$ cat config.mk
export PLATFORM = sky130hd
export DESIGN_NAME = ram_wr_sched
export DESIGN_NICKNAME = d
export VERILOG_FILES = /design/src/rtl/ram_wr_sched_pkg.sv /design/src/rtl/ram_wr_sched_rr_arbiter.sv /design/src/rtl/ram_wr_sched.sv
export SDC_FILE = /design/constraint.sdc
export NUM_CORES = 1
export LEC_CHECK = 0
export ABC_CLOCK_PERIOD_IN_PS = 6300
export CORE_UTILIZATION = 38
export CTS_CLUSTER_SIZE = 14
export DETAILED_ROUTE_END_ITERATION = 7
export GPL_ROUTABILITY_DRIVEN = 0
export PLACE_DENSITY = 0.64
export SYNTH_ARGS = -nofsm -noshare
export SYNTH_HDL_FRONTEND = slang
export SYNTH_HIERARCHICAL = 1
export SYNTH_SLANG_ARGS = --single-unit
$ cat constraint.sdc
create_clock -name clk -period 6.3 [get_ports clk]
set_input_delay 0.945 -clock clk [delete_from_list [all_inputs] [get_ports clk]]
set_output_delay 0.945 -clock clk [all_outputs]
set_load 0.02 [all_outputs]
$ cat src/rtl/ram_wr_sched_pkg.sv
// Shared types and default sizing for the multi-channel RAM write scheduler.
package ram_wr_sched_pkg;

    localparam int DEF_NUM_CH = 4;
    localparam int DEF_DW     = 8;
    localparam int DEF_AW     = 9;
    localparam int DEF_BURST  = 16;

    typedef enum logic [1:0] {
        ST_IDLE,
        ST_ARB,
        ST_BURST,
        ST_DRAIN
    } state_e;

endpackage

$ cat src/rtl/ram_wr_sched_rr_arbiter.sv
// Round-robin picker: grants the first requester at or after ptr_i, wrapping.
module rr_arbiter #(
    parameter int N  = 4,
    parameter int IW = (N > 1) ? $clog2(N) : 1
) (
    input  logic [N-1:0]  req_i,
    input  logic [IW-1:0] ptr_i,
    output logic [N-1:0]  gnt_o,
    output logic [IW-1:0] idx_o,
    output logic          valid_o
);

    int j;

    // NOTE: every output gets a default before any branch, so no latch is inferred.
    always_comb begin
        gnt_o   = '0;
        idx_o   = '0;
        valid_o = 1'b0;
        j       = 0;
        // Scan from the farthest candidate back to ptr_i so the nearest requester wins.
        for (int k = N - 1; k >= 0; k--) begin
            j = int'(ptr_i) + k;
            if (j >= N) begin
                j = j - N;
            end
            if (req_i[IW'(j)]) begin
                idx_o   = IW'(j);
                valid_o = 1'b1;
            end
        end
        if (valid_o) begin
            gnt_o[idx_o] = 1'b1;
        end
    end

endmodule

$ cat src/rtl/ram_wr_sched.sv
// Moves bursts from per-channel FIFOs into private regions of one shared RAM,
// one channel at a time, chosen round-robin among channels reporting almost_full.
module ram_wr_sched
    import ram_wr_sched_pkg::*;
#(
    parameter int NUM_CH = DEF_NUM_CH,
    parameter int DW     = DEF_DW,
    parameter int AW     = DEF_AW,
    parameter int BURST  = DEF_BURST
) (
    input  logic                 clk,
    input  logic                 rst,
    input  logic [NUM_CH-1:0]    ch_almost_full,
    input  logic [NUM_CH-1:0]    ch_empty,
    input  logic [NUM_CH*DW-1:0] ch_rd_data,
    output logic [NUM_CH-1:0]    ch_rd_en,
    output logic                 ram_wr_en,
    output logic [AW-1:0]        ram_wr_addr,
    output logic [DW-1:0]        ram_wr_data,
    output logic [NUM_CH-1:0]    grant,
    output logic [NUM_CH-1:0]    region_done,
    output logic                 busy
);

    localparam int IW = (NUM_CH > 1) ? $clog2(NUM_CH) : 1;
    localparam int OW = AW - $clog2(NUM_CH);
    localparam int CW = $clog2(BURST + 1);

    state_e        state_q, state_d;
    logic [IW-1:0] rr_ptr_q, rr_ptr_d;
    logic [IW-1:0] gidx_q, gidx_d;
    logic [CW-1:0] cnt_q, cnt_d;
    logic          wr_en_q;
    logic [OW-1:0] offset_q [NUM_CH];

    logic [NUM_CH-1:0] arb_gnt;
    logic [IW-1:0]     arb_idx;
    logic              arb_valid;
    logic              rd_go;
    logic [OW-1:0]     cur_off;

    rr_arbiter #(
        .N  (NUM_CH),
        .IW (IW)
    ) u_arb (
        .req_i   (ch_almost_full),
        .ptr_i   (rr_ptr_q),
        .gnt_o   (arb_gnt),
        .idx_o   (arb_idx),
        .valid_o (arb_valid)
    );

    assign rd_go   = (state_q == ST_BURST) && !ch_empty[gidx_q] && (cnt_q < CW'(BURST));
    assign cur_off = offset_q[gidx_q];

    always_comb begin
        state_d  = state_q;
        rr_ptr_d = rr_ptr_q;
        gidx_d   = gidx_q;
        cnt_d    = cnt_q;
        unique case (state_q)
            ST_IDLE: begin
                if (|ch_almost_full) begin
                    state_d = ST_ARB;
                end
            end
            ST_ARB: begin
                // A request that vanished before arbitration simply returns to idle.
                if (arb_valid) begin
                    state_d  = ST_BURST;
                    gidx_d   = arb_idx;
                    cnt_d    = '0;
                    rr_ptr_d = (arb_idx == IW'(NUM_CH - 1)) ? '0 : arb_idx + 1'b1;
                end else begin
                    state_d = ST_IDLE;
                end
            end
            ST_BURST: begin
                if (rd_go) begin
                    cnt_d = cnt_q + 1'b1;
                    if (cnt_q == CW'(BURST - 1)) begin
                        state_d = ST_DRAIN;
                    end
                end else begin
                    state_d = ST_DRAIN;
                end
            end
            ST_DRAIN: begin
                state_d = (|ch_almost_full) ? ST_ARB : ST_IDLE;
            end
            default: begin
                state_d = ST_IDLE;
            end
        endcase
    end

    always_comb begin
        ch_rd_en            = '0;
        grant               = '0;
        region_done         = '0;
        ch_rd_en[gidx_q]    = rd_go;
        region_done[gidx_q] = wr_en_q && (&cur_off);
        case (state_q)
            ST_ARB:             grant = arb_gnt;
            ST_BURST, ST_DRAIN: grant[gidx_q] = 1'b1;
            default:            grant = '0;
        endcase
    end

    // The write lands one cycle after its read, when the FIFO data becomes valid.
    assign ram_wr_en   = wr_en_q;
    assign ram_wr_addr = wr_en_q ? ((AW'(gidx_q) << OW) | AW'(cur_off)) : '0;
    assign ram_wr_data = wr_en_q ? ch_rd_data[int'(gidx_q) * DW +: DW] : '0;
    assign busy        = (state_q != ST_IDLE);

    // NOTE: sequential state uses <= so every register samples pre-edge values.
    always_ff @(posedge clk) begin
        if (rst) begin
            state_q  <= ST_IDLE;
            rr_ptr_q <= '0;
            gidx_q   <= '0;
            cnt_q    <= '0;
            wr_en_q  <= 1'b0;
            // NOTE: the offset array is small flops, not RAM, so it is reset to restart every region at its base.
            for (int i = 0; i < NUM_CH; i++) begin
                offset_q[i] <= '0;
            end
        end else begin
            state_q  <= state_d;
            rr_ptr_q <= rr_ptr_d;
            gidx_q   <= gidx_d;
            cnt_q    <= cnt_d;
            wr_en_q  <= rd_go;
            if (wr_en_q) begin
                offset_q[gidx_q] <= cur_off + 1'b1;
            end
        end
    end

endmodule

# Yosys cells after proc, flatten, opt, wreduce, memory -nomap -nowiden

Memories as Yosys holds them, arrays and structs flattened. A register that Yosys moved wholly into a read port is not among the register bits.
Index checks and enable logic that the tools add are counted.

Register bits: 12
Memory bits (writable): 28
Output and inout port bits: 31
Word-level logic and storage cells: 112
Memories: 1

Add/subtract/negate cells: 10
Magnitude comparators: 13
Eq/ne operators: 9
Shifts and indexed selects: 1
Muxes and demuxes: 54
Bitwise operators: 3
Reduce and logical (&&, ||, !) cells: 16

Memories:

| name     | depth | width | rd ports | clocked after memory_dff | wr ports | RTL line           | source |
|---|---|---|---|---|---|---|---|
| offset_q | 4     | 7     | 1        | 1                        | 4        | ram_wr_sched.sv:34 | `logic [OW-1:0] offset_q [NUM_CH];` |

Operators by type and width:

| kind                                                                          | count |
|---|---|
| 2-bit 2-to-1 mux                                                              | 16 |
| 32-bit by 6-bit variable part select with 8-bit output                        | 1 |
| 1-bit 2-to-1 mux                                                              | 22 |
| 2-bit by 4-bit less-than comparator with 1-bit output (second input constant) | 4 |
| 1-bit binary-select mux with 2-bit select                                     | 5 |
| 5-bit 2-to-1 mux                                                              | 2 |
| 5-bit case mux with 2 select lines                                            | 1 |
| 3-bit greater-or-equal comparator (second input constant)                     | 3 |
| 9-bit 2-to-1 mux                                                              | 1 |
| 9-bit by 7-bit OR with 9-bit output                                           | 1 |
| 4-bit bitwise AND                                                             | 2 |
| 8-bit 2-to-1 mux                                                              | 1 |
| 2-bit case mux with 4 select lines                                            | 1 |
| 4-bit case mux with 2 select lines                                            | 1 |
| 2-bit by 1-bit subtractor with 2-bit output (second input constant)           | 4 |
| 7-bit by 1-bit adder with 7-bit output (second input constant)                | 1 |
| 7-bit 2-to-1 mux                                                              | 1 |
| 7-bit AND reduction                                                           | 1 |
| 7-bit OR reduction                                                            | 1 |
| 2-bit by 2-bit adder with 3-bit output (second input constant)                | 2 |
| 2-bit equality test (second input constant)                                   | 3 |
| 2-bit by 3-bit less-than comparator with 1-bit output (second input constant) | 2 |
| 2-bit != test (second input constant)                                         | 3 |
| 5-bit by 1-bit adder with 5-bit output (second input constant)                | 1 |
| 18 further kinds                                                              | 26 |

# Logic depth before layout (Yosys ltp)

Word-level depth: 16
Gate-level depth with buffers: 8
Depth with buffers taken out: 7

# By module

Netlist, hierarchy kept.

By module, submodules not included:

| module       | instances | cells each | area each (um2) | seq. area each (um2) |
|---|---|---|---|---|
| ram_wr_sched | 1         | 205        | 2292.2          | 1121.1 |
| rr_arbiter   | 1         | 30         | 175.2           | 0.0 |

# Worst setup path before layout

No wires, ideal clock.

Kind: input to output
Start point: input port ch_empty[3]
End point: output port ch_rd_en[0]
Data arrival time: 2231 ps
Required time: 5355 ps
Path slack: 3124 ps
Cell stages on the path: 4
Buffers on the path: 1
Cell sequence: mux4_2 > or2_1 > buf_6 > nor3_1

Cells in the longest elaborated chain, start to end: 6

RTL lines:

| what                                      | RTL line           | source |
|---|---|---|
| from (decl)                               | ram_wr_sched.sv:14 | `input logic [NUM_CH-1:0] ch_empty,` |
| 1-bit binary-select mux with 2-bit select | ram_wr_sched.sv:53 | `assign rd_go = (state_q == ST_BURST) && !ch_empty[gidx_q] && (cnt_q < CW'(BURST));` |
| 1-bit 2-to-1 mux (implied by the code)    | ram_wr_sched.sv:53 |  |
| 1-bit zero test                           | ram_wr_sched.sv:53 |  |
| 1-bit logical AND (2 in a row)            | ram_wr_sched.sv:53 |  |
| 4-bit bitwise AND (no line)               | --                 |  |
| to (decl)                                 | ram_wr_sched.sv:16 | `output logic [NUM_CH-1:0] ch_rd_en,` |

Every way passes these cells. The select of a mux whose other input is x is not followed.

# Worst setup path after layout

Ends and elaborated chain as after synthesis.

==> reports/metrics.yaml <==
global_route:
  antenna_found_initial: 0
  grt_first_pass_wirelength_um: 9380
  grt_max_degree: 22
  grt_pass1_vias: 1909
  grt.total_usage: 0.188
  grt_overflow: 0
synthesis:
  ys.flop_type: "edfxtp_1"
  synthSimpleGateAreaFrac: 0.232
  syn_nets: 281
  synth.area.top_cells: "edfxtp_1 (34%), mux4_2 (15%), dfxtp_1 (11%), nor2_1 (5.2%), and2_1 (4.3%)"
  synth_common_cells: "nor2_1 (34), edfxtp_1 (28), a21oi_1 (18)"
  yosys.area_share.adder: 0.0243
  synth_cell_types: 46
  seq_area_frac_synth: 0.454
  ys_ff_latch: 42
  synth_most_common_cell: "nor2_1"
  postSynthAreaPerCell_um2: 10.5
  yosys.area_share.xor_xnor: 0.0142
  yosys-mux-area-fraction: 0.151
  synth_top_family_by_area: "simple AND/OR/NAND/NOR gates"
  async_flop_share: 0
  syn_inst: 235
  yosysWarnings: 6
  synth_edf_count: 28
  synth_top_area_cell: "edfxtp_1"
  synth_compound_area_frac: 0.0898
  netlist_area_mm2: 0.00247
  synth.top_cell.area_share: 0.341
pwr:
  p_per_area_mw_per_mm2: 192
  vdd_drop_max_uv: 123
  power.leakage_nw: 1.16
route:
  ant_nets: 0
  vias: 2011
  wl_per_cell_um: 15.5
  drt_first_pass_iters: 4
  dr.first_iter.drc_count: 87
  drt_wl_total_um: 5890
  vias_per_cell: 5.31
  drc: 0
final_layout:
  multi_input_area_mm2: 0.00126
  drive_gt1_frac: 0.0954
  nets: 349
  n_antenna_cell: 0
  regArea_mm2: 0.00112
  num-fill-cells: 566
  final_core_util: 0.545
  final_cell_area_mm2: 0.00332
  syn2layout_area_growth_pct: 34.6
floorplan:
  rows: 28
  initial_core_util: 0.405
  die_width_um: 82.6
  die-area_mm2: 0.00682
  core_area_mm2: 0.00610
  io_pins: 73
  die_h_um: 82.6
sta:
  rsz0062_at_grt: "false"
  tightest_slew_ns: 0.822
  hold_viol_final: 0
  fin_crit_ns: 4.01
  tns_ns: 0
  slew_headroom: 0.451
  report.final.slew_viol_count: 0
  setup_slack_ns: 2.29
  fin_crit_sh: 0.637
  clock.fmax_ghz: 0.249
  hold_ws_ns: 0.489
  skew_ns: 0.0114
  setup-violations-final: 0
worst_setup_path:
  cp_max_fo: 9
  r2r-start: "gidx_q[1]"
  start_kind: "input port"
  cp.arrival_ns: 3.07
  required_ns: 5.35
  crit_start: "ch_empty[3]"
  crit_type: "input port to output port"
  endpoint_kind: "output port"
clock_tree:
  ctsResizeCount: 0
  cts_sinks: 42
  cts_root_buffer: "clkbuf_8"
  clkTransAtPathRegs_ns: 0.07
  cts.hold.buffers_added: 0
  cts_buffers: 5
  cts_htree_levels: 2
  clk_latency_ns: 0.29
  clk_path_buf_depth: 2
  post-cts-setup-buffers: 0
  cts_tree: "yes"
hold_path:
  worstHoldStart: "cnt_q[3]"
  hold_class: "flop to flop"
place:
  dp_slack_ns: 2.30
  place_area_mm2: 0.00323
  hpwlAfterDp_um: 4300
  numPortBuffers: 72
job:
  maxCapViolCount: 0
run_status:
  run_status: "complete, no violations"
-- per-layer routing --
layer | global-route usage | part of all wire
met1 | 0.253 | 0.46
met5 | 0 | 0
met3 | 0.0352 | 0.053
met4 | 0.0466 | 0.0065
met2 | 0.314 | 0.48
-- power breakdown --
group	switching, W	internal [W]	total, W	leakage (nW)
registers	0.0000167	0.000306	0.000322	0.403
logic	0.0000655	0.0000759	0.000141	0.707
clock network	0.0000849	0.0000893	0.000174	0.0455
total	0.000167	0.000471	0.000638	1.16
-- cell type report --
class | instances | share of cell area
Multi-Input combinational cell | 174 | 0.380
Sequential cell | 42 | 0.338
Timing Repair Buffer | 73 | 0.219
Tap cell | 75 | 0.0283
Clock buffer | 8 | 0.0271
Inverter | 7 | 0.00791
-- placed cells by master (no fill, tap or decap), types with 2 or more instances in the layout --
| cell | instances |
|---|---|
| xor2_1 | 2 |
| clkdlybuf4s50_1 | 72 |
| or3_1 | 3 |
| mux4_2 | 16 |
| nor2b_1 | 2 |
| clkbuf_1 | 2 |
| clkbuf_8 | 6 |
| nand2_1 | 13 |
| o31a_1 | 2 |
| inv_1 | 7 |
| xnor2_1 | 2 |
| nor3_1 | 10 |
| and3_1 | 2 |
| edfxtp_1 | 28 |
| nand3_1 | 6 |
| a21oi_1 | 18 |
| nand2b_1 | 11 |
| nor3b_1 | 2 |
| and2_1 | 17 |
| nand4_1 | 2 |
| ha_1 | 4 |
| dfxtp_1 | 14 |
| o21ai_0 | 8 |
| nor2_1 | 34 |
-- metrics by stage --
stage | power [W] | instances
5_1_grt | 0.000672 | 379
3_3_place_gp | 0.000469 | 371
6_report | 0.000638 | 379
2_1_floorplan | 0.000412 | 235
3_5_place_dp | 0.000471 | 371
4_1_cts | 0.000644 | 379
-- final timing paths --
kind         depth (start not counted)        endpoint  slack [ns]
max                                  5     ch_rd_en[0]        2.29
min reg2reg                          2        cnt_q[3]        0.49
max reg2reg                          3  offset_q[2][4]        3.93
min                                  2        cnt_q[3]        0.49
-- worst max-delay path, cell delays in order --
cell and delay, ns:
clkdlybuf4s50_1 0.42, mux4_2 0.50, or2_1 0.35, nor3_1 0.21, clkdlybuf4s50_1 0.64
-- logic make-up after synthesis --
group | count (synthesis)
xor gates and xnor gates | 4
buffers and inverters | 19
muxes | 17
and+or+nand+nor | 111
DFF | 42
AOI/OAI and AO/OA | 37
adders and majority gates | 5
-- sequential cells by signal (all words and copies together), names as in the netlist, named ones only --
register   flops
offset_q      28
gidx_q         2
cnt_q          5
rr_ptr_q       2
state_q        1
ram_wr_en      1
Power figures use the tool's default switching activity.
